$ cat src/rtl/muldiv_seq.sv
// Iterative RV32M multiply/divide sequencer.
// Borrows the core ALU for the per-iteration add; fixed 35-cycle latency.
module muldiv_seq #(
  parameter int unsigned XLEN  = 32,
  parameter int unsigned ITERS = 32
) (
  input  logic            clk,
  input  logic            reset,
  input  logic            start,
  input  logic [2:0]      funct3,
  input  logic [XLEN-1:0] a,
  input  logic [XLEN-1:0] b,
  output logic            busy,
  output logic            done,
  output logic [XLEN-1:0] res,
  output logic [XLEN-1:0] alu_a,
  output logic [XLEN-1:0] alu_b,
  output logic [2:0]      alu_op,
  output logic            alu_mod,
  input  logic [XLEN-1:0] alu_res
);

  typedef enum logic [1:0] {
    IDLE,
    PREP,
    ITER,
    FIX
  } state_t;

  state_t state, state_n;

  logic [2:0]        op;
  logic [XLEN-1:0]   ra, rb;
  logic [XLEN-1:0]   opnd;
  logic [XLEN-1:0]   acc;
  logic [XLEN-1:0]   lo;
  logic              neg;
  logic [4:0]        cnt;

  logic              is_div;
  logic              sgn_a, sgn_b, neg_n;
  logic [XLEN-1:0]   abs_a, abs_b;
  logic [XLEN:0]     rp;
  logic              carry, take;
  logic [2*XLEN-1:0] prod, prodn;
  logic [XLEN-1:0]   val, valn, fix_res;

  assign is_div = op[2];

  always_comb begin
    sgn_a = 1'b0;
    sgn_b = 1'b0;
    neg_n = 1'b0;
    unique case (op)
      3'd1: begin
        sgn_a = 1'b1;
        sgn_b = 1'b1;
        neg_n = ra[XLEN-1] ^ rb[XLEN-1];
      end
      3'd2: begin
        sgn_a = 1'b1;
        neg_n = ra[XLEN-1];
      end
      3'd4: begin
        sgn_a = 1'b1;
        sgn_b = 1'b1;
        neg_n = (ra[XLEN-1] ^ rb[XLEN-1]) & (|rb);
      end
      3'd6: begin
        sgn_a = 1'b1;
        sgn_b = 1'b1;
        neg_n = ra[XLEN-1];
      end
      default: ;
    endcase
  end

  assign abs_a = (sgn_a && ra[XLEN-1]) ? -ra : ra;
  assign abs_b = (sgn_b && rb[XLEN-1]) ? -rb : rb;

  always_comb begin
    alu_a   = '0;
    alu_b   = '0;
    alu_op  = 3'd0;
    alu_mod = 1'b0;
    if (state == ITER) begin
      if (is_div) begin
        alu_a = rp[XLEN-1:0];
        alu_b = ~opnd + XLEN'(1);
      end else begin
        alu_a = acc;
        alu_b = lo[0] ? opnd : '0;
      end
    end
  end

  // Negating a zero divisor wraps to 0 and loses the carry; force it.
  assign rp    = {acc, lo[XLEN-1]};
  assign carry = alu_res < alu_a;
  assign take  = rp[XLEN] | carry | (opnd == '0);

  always_comb begin
    prod    = {acc, lo};
    prodn   = neg ? -prod : prod;
    val     = op[1] ? acc : lo;
    valn    = neg ? -val : val;
    fix_res = '0;
    if (is_div) fix_res = valn;
    else if (op == 3'd0) fix_res = prodn[XLEN-1:0];
    else fix_res = prodn[2*XLEN-1:XLEN];
  end

  always_comb begin
    state_n = state;
    busy    = (state != IDLE);
    unique case (state)
      IDLE: if (start) state_n = PREP;
      PREP: state_n = ITER;
      ITER: if (cnt == 5'(ITERS-1)) state_n = FIX;
      FIX:  state_n = IDLE;
      default: state_n = IDLE;
    endcase
  end

  always_ff @(posedge clk) begin
    if (reset) state <= IDLE;
    else state <= state_n;
  end

  always_ff @(posedge clk) begin
    if (reset) begin
      done <= 1'b0;
      res  <= '0;
      op   <= 3'd0;
      ra   <= '0;
      rb   <= '0;
      opnd <= '0;
      acc  <= '0;
      lo   <= '0;
      neg  <= 1'b0;
      cnt  <= 5'd0;
    end else begin
      done <= 1'b0;
      unique case (state)
        IDLE: begin
          if (start) begin
            op <= funct3;
            ra <= a;
            rb <= b;
          end
        end
        PREP: begin
          acc  <= '0;
          cnt  <= 5'd0;
          neg  <= neg_n;
          lo   <= is_div ? abs_a : abs_b;
          opnd <= is_div ? abs_b : abs_a;
        end
        ITER: begin
          cnt <= cnt + 5'd1;
          if (is_div) begin
            acc <= take ? alu_res : rp[XLEN-1:0];
            lo  <= {lo[XLEN-2:0], take};
          end else begin
            acc <= {carry, alu_res[XLEN-1:1]};
            lo  <= {alu_res[0], lo[XLEN-1:1]};
          end
        end
        FIX: begin
          res  <= fix_res;
          done <= 1'b1;
        end
        default: ;
      endcase
    end
  end

endmodule
$ cat config.mk
export PLATFORM = sky130hd
export DESIGN_NAME = muldiv_seq
export DESIGN_NICKNAME = d
export VERILOG_FILES = /design/src/rtl/muldiv_seq.sv
export SDC_FILE = /design/constraint.sdc
export NUM_CORES = 1
export LEC_CHECK = 0
export ABC_AREA = 1
export BUFFER_PORTS_ARGS = -buffer_cell sky130_fd_sc_hd__buf_2
export CORE_ASPECT_RATIO = 0.5
export CORE_UTILIZATION = 55
export CTS_CLUSTER_SIZE = 40
export DETAILED_ROUTE_END_ITERATION = 16
export GPL_ROUTABILITY_DRIVEN = 0
export PLACE_DENSITY = 0.8
export SLEW_MARGIN = 10
export SYNTH_ARGS = -nofsm -noshare
export SYNTH_HDL_FRONTEND = slang
export SYNTH_SLANG_ARGS = --single-unit
$ cat constraint.sdc
create_clock -name clk -period 4.1 [get_ports clk]
set_clock_uncertainty 0.1 [all_clocks]
set_input_delay 1.025 -clock clk [delete_from_list [all_inputs] [get_ports clk]]
set_output_delay 1.025 -clock clk [all_outputs]
set_load 0.005 [all_outputs]
==> impl.org <==
** Critical path
- The worst setup path is captured at an output port.
- On the critical path, the stage with the largest delay is an instance of sky130_fd_sc_hd__dfxtp_1.
- In this run the critical register-to-register path is launched from state[0].
- Number of stages on the worst setup path :: 14
- Biggest fanout along the worst timing path :: 4
- In this design, the largest share of critical-path delay is due to simple AND/OR/NAND/NOR gates.
- Minimum setup slack among reg-to-reg paths :: 650 ps
- STA puts the critical path data required time at 2970 ps.
- CP max stage delay :: around 340 ps
- Worst setup path startpoint :: opnd[1]
- Crit Path Class :: reg -> out
- Critical Path, Cell by Cell :: inv_1, ha_1, nand3_1, nor2_1, nand2_1, nor2_1, inv_1, nor2_1, nand3_1, nor2_1, a21oi_1, or2_2, a21oi_1, buf_2
- Type of element launching the critical path :: register
- The endpoint identified for the worst register-to-register timing path is acc[12].
- CP arrival :: roughly 2800 ps
- The most critical setup path has its endpoint at alu_b[26].
- Register-to-Register Path Depth :: 20
- Among the stages of the critical path, the cell type that occurs most often is sky130_fd_sc_hd__nor2_1.
- Buffer and inverter count on the worst path :: 3

** Clock tree
- After clock tree synthesis, the clock-pin slew on the worst setup and hold paths is 70 ps.
- TritonCTS built the clock tree.
- The clock passes through at most 3 buffers.
- CTS built an H-tree with a depth of 1.
- CTS placed an instance of sky130_fd_sc_hd__clkbuf_16 at the clock tree root.
- Clock tree synthesis found a total of 204 sinks.
- The later pin in the worst-skew pair is clocked with a latency of 550 ps.
- Hold buffer count at cts :: 0
- In this run the post-CTS setup repair buffer count came out at 0.
- Buffers inserted during clock tree synthesis total 20.

** Floorplan
- Pin placement for this block handled around 200 I/O pins.
- Initial Util :: 0.561
- The die covers roughly 0.032 mm².
- The region available for standard cell placement spans roughly 0.030 mm².
- Chip Width :: 251 µm
- The die is 126 µm tall.
- In this run the core area contains 45 standard-cell rows.

** Synth
- After synthesis, the largest family of logic cells by area is simple AND/OR/NAND/NOR gates.
- The post-synthesis compound-gate area fraction came to 0.237.
- Cell area after synthesis :: ~0.017 mm²
- Number of synthesized flops with an enable pin :: 0
- Mean instance size in the synthesized netlist :: 5.96 µm²
- Total number of yosys warnings :: 0
- Synthesis-stage register bit count :: 204
- Synth Area in Simple Gates :: 0.344
- Most used flip-flop cell after synthesis :: sky130_fd_sc_hd__dfxtp_1
- Of the post-synthesis cell area, the part taken by muxes is 0.
- Of the total synthesized cell area, the portion taken by XOR and XNOR cells is 0.0355.
- Proportion of synthesized flip-flops having asynchronous set or reset :: 0
- Post-Synthesis Cells :: 2,853
- For this run, the register share of the synthesized area comes to 0.240.
- Of the total synthesized cell area, the portion taken by full adders, half adders and majority gates is 0.0324.
- Post-synth cell types :: 63

** Power and ir drop
- Combinational share of power :: 0.615
- The share of total power dissipated in the clock network is 0.154.
- In this run the static leakage power is between 8 and 9 nW.
- Switching power total :: 7.36 mW
- Switching power share of the total :: 0.541
- In this run the power density over the cells is slightly above 700 mW/mm².
- Part of the total power dissipated in sequential elements :: 0.230
- Max VDD drop :: 354 µV
- The internal power of the cells totals 6.24 mW.

** Global routing
- Vias in the first global route :: approximately 17,000
- For met3 alone, demand over resource in global routing was 0.0989.
- Global-route met2 utilization :: 0.522
- Global-route wire length before repair :: about 90,000 µm
- Met1 track demand over resource in global routing :: 0.485
- Most heavily used metal layer in global routing :: met2
- Entering global routing, the biggest net connects 111 pins.
- The number of antenna violations at the first check in global routing was 0.
- Across every metal layer, demand over resource in global routing totals 0.355.
- After global routing the overflow that remains totals 0.

** Flow run
- Max-cap violations in this run came to 0.

** Timing
- Timing would allow up to roughly 260 MHz.
- Setup total negative slack on the finished layout was measured at 0 ps.
- Setup repair after global routing left no endpoint under its margin.
- Final Hold Violating Endpoints :: 0
- Setup violations remaining at the end of the flow were counted as 0.
- The number of pins exceeding their max-slew limit in the final report is 0.
- Final critical delay including setup and external delays :: ~3900 ps
- Worst max-slew margin expressed relative to the limit :: 0.214
- At the pin with the least slew margin, the transition time is 1180 ps.
- Final WS setup :: 223 ps
- Final period utilization :: 0.946
- On the final layout, the worst hold slack is 363 ps.

** Drt
- After detailed routing, the average wire length per cell comes to between 15 and 20 µm.
- Post-route antenna net violation count :: 0
- Wires add up to 58,200 µm.
- Detailed Route Iter0 Violations :: roughly 3,200
- Remaining routing DRC violations :: 2
- The first TritonRoute pass finished after 14 iterations.
- Detailed routing inserted a total of 20,000 vias.
- After detailed routing, the number of vias per cell comes to 5.96.

** Placement
- During placement, the flow inserted port buffers numbering 199.
- Counting tap cells, the placed design contains a total of 3,319 instances.
- Detailed placement finished with a half-perimeter wire length of 43,500 µm.
- Dpl ws :: 765 ps

** Cells and area
- After the last flow step, the layout net total stands at 3,088.
- In the final layout, the share of cells above drive strength 1 is 0.125.
- Commonest non-fill, non-tap cell in the layout :: sky130_fd_sc_hd__nand2_1
- The number of antenna diodes in the final layout is 0.
- Measured on the finished design, the core utilization comes to 0.618.
- Filler-free cell count of the finished design :: between 3,000 and 4,000
- Commonest cells after routing, fill and taps aside :: sky130_fd_sc_hd__nand2_1, sky130_fd_sc_hd__nor2_1, sky130_fd_sc_hd__a21oi_1
- From synthesis to final layout, the design area changed by 10.3%.

** Outcome
- Status :: complete, but fails checks
- The checks that failed: DRC.

** Min path
- Worst min-delay path class :: reg -> reg
-- repair_timing --
action                                  CTS  global route
endpoints found under the hold margin     0             0
resized for setup                         0             2
endpoints found under the setup margin    0             4
-- cell usage after synthesis, drive strengths merged, types with 2 or more instances --
cell type / n / share of area
a211oi: 3 / 0.0013
a21o: 2 / 0.00088
a21oi: 270 / 0.080
a31oi: 38 / 0.014
and2: 2 / 0.00074
and3: 3 / 0.0011
buf: 48 / 0.019
clkbuf: 120 / 0.029
dfxtp: 204 / 0.24
ha: 44 / 0.032
inv: 276 / 0.061
nand2: 698 / 0.16
nand3: 201 / 0.061
nand3b: 5 / 0.0024
nand4: 31 / 0.013
nor2: 348 / 0.080
nor3: 54 / 0.019
nor4: 9 / 0.0033
o211ai: 77 / 0.034
o21a: 5 / 0.0031
o21ai: 301 / 0.094
o221ai: 3 / 0.0015
o22ai: 2 / 0.00074
o31ai: 13 / 0.0060
o41ai: 2 / 0.0010
or2: 17 / 0.0063
xnor2: 10 / 0.0051
xor2: 59 / 0.030
-- worst min-delay path: stages, from the launching register on --
cell	delay, ps
sky130_fd_sc_hd__dfxtp_1	310
sky130_fd_sc_hd__nand2_1	60
sky130_fd_sc_hd__a21oi_1	50
-- flip-flops by register name, summed over array words and instances, names as in the netlist --
register	flops
ra	32
res	32
cnt	5
rb	32
state	2
opnd	32
done	1
acc	32
lo	32
op	3
neg	1
-- how the worst min path moves through the flow --
stage | startpoint | end | slack, ps | depth (start not counted)
finish | res[21] | res[21] | 360 | 2
floorplan | cnt[4] | cnt[4] | 350 | 2
CTS | res[21] | res[21] | 360 | 2
global placement | res[10] | res[10] | 350 | 2
global route | res[21] | res[21] | 380 | 2
detailed placement | res[21] | res[21] | 350 | 2
-- power by group through the flow --
stage               sequential [mW]  combinational (mW)  clock, mW
floorplan                      2.89                6.04          0
global placement               3.11                7.90          0
detailed placement             3.12                7.99          0
CTS                            3.08                8.04       2.12
global route                   3.17                9.15       2.21
finish                         3.13                8.37       2.10
-- cell type report --
cell class              instances  area [µm²]
flip-flops and latches        204        4090
repair buffers                233        1290
multi-input cells            2206       11100
clock buffers                  30         619
fillers                      2950       11600
clock inverters                 6         133
inverters                     277        1040
well taps                     399         499
-- cells by family after synthesis --
logic type / Yosys count
buf+inv: 446
other cells: 1
fa+ha+maj: 44
simple gates: 1371
xor+xnor: 69
compound gates: 718
flops: 204
-- through the flow --
stage / total power [mW] / cell area [µm²]
2_1_floorplan: 8.93 / 17000
3_3_place_gp: 11.0 / 18000
3_5_place_dp: 11.1 / 18000
4_1_cts: 13.2 / 18700
5_1_grt: 14.5 / 18800
6_report: 13.6 / 18800
-- per-layer routing --
metal,vias to the layer above,routed length (µm)
met4,2,2900
met2,1177,23500
met5,-,48
li1,9642,-
met3,220,7380
met1,8959,24400
(Power assumes the default switching activity.)
